==> src/rtl/iter_divsqrt_if.sv <==
// iter_divsqrt_if: request/response bundle for the iterative divide / square-root unit
interface iter_divsqrt_if #(parameter int WIDTH = 8);
    logic             start;
    logic             op;
    logic             rm;
    logic [WIDTH-1:0] N;
    logic [WIDTH-1:0] D;
    logic [WIDTH-1:0] Q;
    logic [WIDTH-1:0] R;
    logic             dz;
    logic             busy;
    logic             done;
    modport master (output start, op, rm, N, D, input Q, R, dz, busy, done);
    modport slave  (input start, op, rm, N, D, output Q, R, dz, busy, done);
endinterface

==> src/rtl/iter_divsqrt.sv <==
// iter_divsqrt: multi-cycle unsigned divide (radix-2 restoring) or square root (digit-by-digit) with optional rounding
module iter_divsqrt #(parameter int WIDTH = 8) (
    input  logic          clk,
    input  logic          reset,
    iter_divsqrt_if.slave bus
);
    typedef enum logic [1:0] {IDLE, RUN, ROUND, DONE} state_t;
    localparam int CW = $clog2(WIDTH + 1);
    state_t           state, state_nx;
    logic [WIDTH-1:0] n, d, q, rem, q_out, r_out, diff;
    logic [WIDTH+1:0] sh, sub;
    logic [CW-1:0]    cnt;
    logic             op, rm, dz, ge, rnd, dzc;
    // state register
    always_ff @(posedge clk or negedge reset)
        if (!reset) state <= IDLE;
        else        state <= state_nx;
    // next state: a zero divisor skips the iteration phase entirely
    always_comb begin
        state_nx = state;
        state_nx = state == IDLE  ? (bus.start ? ((!bus.op && bus.D == '0) ? ROUND : RUN) : IDLE) :
                   state == RUN   ? (cnt == CW'(1) ? ROUND : RUN) :
                   state == ROUND ? DONE : IDLE;
    end
    // one iteration step; sqrt brings down two radicand bits against 4*root+1, div one bit against D
    always_comb begin
        sh   = op ? {rem, n[WIDTH-1:WIDTH-2]} : {1'b0, rem, n[WIDTH-1]};
        sub  = op ? {q, 2'b01} : {2'b00, d};
        ge   = sh >= sub;
        diff = sh[WIDTH-1:0] - sub[WIDTH-1:0];
        rnd  = rm & (op ? rem > q : {rem, 1'b0} >= {1'b0, d});
        dzc  = !op && d == '0;
    end
    // operand latch, iteration datapath and result registers
    always_ff @(posedge clk or negedge reset)
        if (!reset) begin
            n     <= '0;
            d     <= '0;
            q     <= '0;
            rem   <= '0;
            cnt   <= '0;
            op    <= 1'b0;
            rm    <= 1'b0;
            q_out <= '0;
            r_out <= '0;
            dz    <= 1'b0;
        end else if (state == IDLE && bus.start) begin
            n   <= bus.N;
            d   <= bus.D;
            op  <= bus.op;
            rm  <= bus.rm;
            q   <= '0;
            rem <= '0;
            cnt <= bus.op ? CW'(WIDTH / 2) : CW'(WIDTH);
        end else if (state == RUN) begin
            rem <= ge ? diff : sh[WIDTH-1:0];
            q   <= {q[WIDTH-2:0], ge};
            n   <= op ? n << 2 : n << 1;
            cnt <= cnt - CW'(1);
        end else if (state == ROUND) begin
            q_out <= dzc ? '1 : q + {{(WIDTH-1){1'b0}}, rnd};
            r_out <= dzc ? n : rem;
            dz    <= dzc;
        end
    assign bus.Q    = q_out;
    assign bus.R    = r_out;
    assign bus.dz   = dz;
    assign bus.busy = state != IDLE;
    assign bus.done = state == DONE;
endmodule

==> src/flat_wrapper.sv <==
// flat-port wrapper written by rule: the top's interface ports become plain ports
module iter_divsqrt_flat 
#(parameter int WIDTH = 8)
  (clk, reset, bus_start, bus_op, bus_rm, bus_N, bus_D, bus_Q, bus_R, bus_dz, bus_busy, bus_done);
  iter_divsqrt_if #(.WIDTH(WIDTH)) bus_i ();
  input  logic clk;
  input  logic reset;
  input wire logic [$bits(bus_i.start)-1:0] bus_start;
  input wire logic [$bits(bus_i.op)-1:0] bus_op;
  input wire logic [$bits(bus_i.rm)-1:0] bus_rm;
  input wire logic [$bits(bus_i.N)-1:0] bus_N;
  input wire logic [$bits(bus_i.D)-1:0] bus_D;
  output wire logic [$bits(bus_i.Q)-1:0] bus_Q;
  output wire logic [$bits(bus_i.R)-1:0] bus_R;
  output wire logic [$bits(bus_i.dz)-1:0] bus_dz;
  output wire logic [$bits(bus_i.busy)-1:0] bus_busy;
  output wire logic [$bits(bus_i.done)-1:0] bus_done;
  assign bus_i.start = bus_start;
  assign bus_i.op = bus_op;
  assign bus_i.rm = bus_rm;
  assign bus_i.N = bus_N;
  assign bus_i.D = bus_D;
  assign bus_Q = bus_i.Q;
  assign bus_R = bus_i.R;
  assign bus_dz = bus_i.dz;
  assign bus_busy = bus_i.busy;
  assign bus_done = bus_i.done;
  iter_divsqrt #(.WIDTH(WIDTH)) u_core (.clk(clk), .reset(reset), .bus(bus_i));
endmodule
==> config.mk <==
export PLATFORM = sky130hd
export DESIGN_NAME = iter_divsqrt_flat
export DESIGN_NICKNAME = d
export VERILOG_FILES = /design/src/rtl/iter_divsqrt_if.sv /design/src/rtl/iter_divsqrt.sv /design/src/flat_wrapper.sv
export SDC_FILE = /design/constraint.sdc
export NUM_CORES = 1
export LEC_CHECK = 0
export ABC_CLOCK_PERIOD_IN_PS = 2700
export CORE_UTILIZATION = 35
export DETAILED_ROUTE_END_ITERATION = 6
export MAX_ROUTING_LAYER = met4
export SYNTH_ARGS = -nofsm -noshare
export SYNTH_HDL_FRONTEND = slang
export SYNTH_SLANG_ARGS = --single-unit
==> constraint.sdc <==
create_clock -name clk -period 2.7 [get_ports clk]
set_clock_uncertainty 0.15 [all_clocks]
set_input_delay 0.54 -clock clk [delete_from_list [all_inputs] [get_ports clk]]
set_output_delay 0.54 -clock clk [all_outputs]
set_load 0.05 [all_outputs]
==> results.ini <==
[final_layout]
n_fill_cell=936
layout_common_cells=nand2_1, dfrtp_1, buf_4
insertedDiodeCount=0
syn_to_final_growth_pct=39.90
drive_gt1_share_pct=25.51
final_common_cell=nand2_1
nets=532

[worst_setup_path]
path_max_fanout=7
worst-endpoint-required_ns=2.77
critPathLaunchType=flip-flop
crit_type=reg -> reg
worstSetupEndpointType=flip-flop
arrival_ns=2.81

[logic_synthesis]
ys_types=45
synth.ff_latch_count=57
synth.area.top_cells=dfrtp_1, ha_1, o21ai_0
synthFlopType=dfrtp_1
yosys_warnings=0
async_reset_ff_share_pct=100.0
synth_area_leader_cell=dfrtp_1
syn-cell-area_um2=3543
yosysSeqAreaShare_pct=40.25
netlist.area_leader.share_pct=40.25
synth_nets=443
syn_inst=392
synth.avg_cell_area_um2=9.039
synth_edf_count=0

[global_route]
grt.total_usage_pct=19.05
grt_pass1_wl_um=14730
antenna_found_initial=0
grt_pass1_vias=2984
grt_max_degree=26
overflow=0

[die]
dieWidth_um=102.6
initial_core_util_pct=36.25
ios=40
coreArea_um2=9774
dieArea_um2=10530
die_h_um=102.6
rows=36

[cts]
path_clk_slew_ns=0.07
clockBufferDepth=2
cts_max_level=3
cts_root_buf=clkbuf_8
clk_latency_ns=0.34
cts_tree=built
cts_buffers=9
cts_sinks=57
cts_hold_buf=0

[sta]
fin_crit_sh_pct=101.4
grt_setup_unrepaired=true
hold_viol_final=0
relSlewSlack_pct=51.93
worst_pin_slew_ns=0.7210
drv_slew=0
finalSetupViolCount=4
whs_ns=0.05250
setup_ws_ns=-0.03871
clock.fmax_mhz=365.1
min_period_ns=2.739

[power]
p_per_area_nw_per_um2=1515
vdd_drop_max_mv=0.5130
cellLeakagePower_nw=2.169
power_mw=7.508

[routing]
avgViaCountPerCell=5.034
ant_nets=0
drt-pass1-iter-count=4
drtIter0Drc=104
wl_per_cell_um=15.25
drt_wl_total_um=9440
vias=3116
drc=0

[run_status]
outcome=finished, violations left
violations=negative setup slack

[placement]
port_buffers=39
post-dp-hpwl_um=6890
place_congestion=0.8629

[flow_run]
maxCapViolCount=0

[worst_hold_path]
hold_path_class=in -> async

## registers in the layout, indices dropped and copies added (netlist names)
register and flops:
u_core.op 1, u_core.bus.Q 8, u_core.q 8, u_core.cnt 4, u_core.rm 1, u_core.d 8, u_core.bus.R 8, u_core.n 8
u_core.bus.dz 1, u_core.rem 8, u_core.state 2
## metal layers
metal | track usage [%] | part of all wire (%) | up-vias
met5 | - | 0 | -
met4 | 5.385 | 2.0 | 0
met3 | 3.458 | 3.5 | 16
met2 | 30.21 | 48 | 71
met1 | 24.86 | 46 | 1478
li1 | - | - | 1551
## final timing paths
check / slack (ns) / to / cells after the start / from
worst min register to register: 0.33 / u_core.bus.R[0] / 2 / u_core.bus.R[0]
min in group clk: 0.33 / u_core.bus.R[0] / 2 / u_core.bus.R[0]
worst max-delay path: -0.04 / u_core.rem[1] / 11 / u_core.op
worst min-delay path: 0.05 / u_core.bus.dz / 1 / reset
worst max register to register: -0.04 / u_core.rem[1] / 11 / u_core.op
max in group asynchronous: 1.68 / u_core.op / 2 / reset
## kinds of logic (layout without fill, tap and decap cells)
logic type      after synthesis  in the layout  synth area share (%)
compound gates               99             99                 16.88
xor+xnor                     10             10                 2.472
fa+ha+maj                    30             30                 10.81
buf+inv                      40            134                 4.555
flops                        57             57                 40.25
mux                          30             30                 8.757
simple gates                126            126                 16.28
## final cells by class
class / instances / area, µm² / area share (%)
clock buffers: 10 / 137.6 / 2.776
clock inverters: 6 / 43.79 / 0.8834
inverters: 23 / 86.33 / 1.742
multi-input cells: 295 / 2245 / 45.28
flip-flops and latches: 57 / 1429 / 28.82
well taps: 133 / 166.4 / 3.357
repair buffers: 95 / 849.6 / 17.14
## Yosys cell counts (3+ instances only)
master and number:
dfrtp_1 57, o21ai_1 4, nand3_1 11, nor2b_1 4
clkbuf_1 13, ha_1 29, mux2i_1 22, xor2_1 3
nor2_1 25, mux2_2 8, inv_1 23, and3_1 4
nand2_1 62, and2_1 3, buf_2 3, a21oi_1 16
a22oi_1 4, o21ai_0 48, o21a_1 7, xnor2_1 7
a21o_1 3, nor3_1 6
## metrics by stage
stage | TNS [ns] | util [%] | cells | instance area (µm²) | worst slack, ns
after floorplan | 0 | - | 392 | 3558 | 0.02372
after global placement | -0.6020 | 45.01 | 597 | 4399 | -0.09692
after detailed placement | -1.189 | 45.01 | 597 | 4399 | -0.1541
after CTS | -0.002561 | 47.41 | 615 | 4634 | -0.002561
after global routing | -0.8589 | 50.72 | 619 | 4957 | -0.1263
final | -0.09897 | 50.72 | 619 | 4957 | -0.03871
## critical path, cell delays in order, from the launching register on
cell and delay (ns):
dfrtp_2 0.54, clkbuf_16 0.20, buf_4 0.11, mux2i_1 0.33, ha_4 0.26, buf_4 0.13, a21oi_1 0.13, o21ai_1 0.08
buf_4 0.16, nor2_4 0.21, nor3_2 0.05, a221o_1 0.26
## timing repair
action | 4_1_cts | 5_1_grt
resized for setup | 10 | 54
buffers inserted | 2 | 3
cloned | 0 | 1
endpoints found under the setup margin | 13 | 13
pin swaps | 1 | 21
## report_power, final
part	internal [mW]	leakage, nW	switching, mW	total [mW]
logic	2.52	1.34	2.66	5.18
clock network	0.358	0.0922	0.361	0.720
registers	1.23	0.735	0.370	1.60
total	4.12	2.17	3.39	7.51
Note: power is estimated with default switching activity, not from simulation.
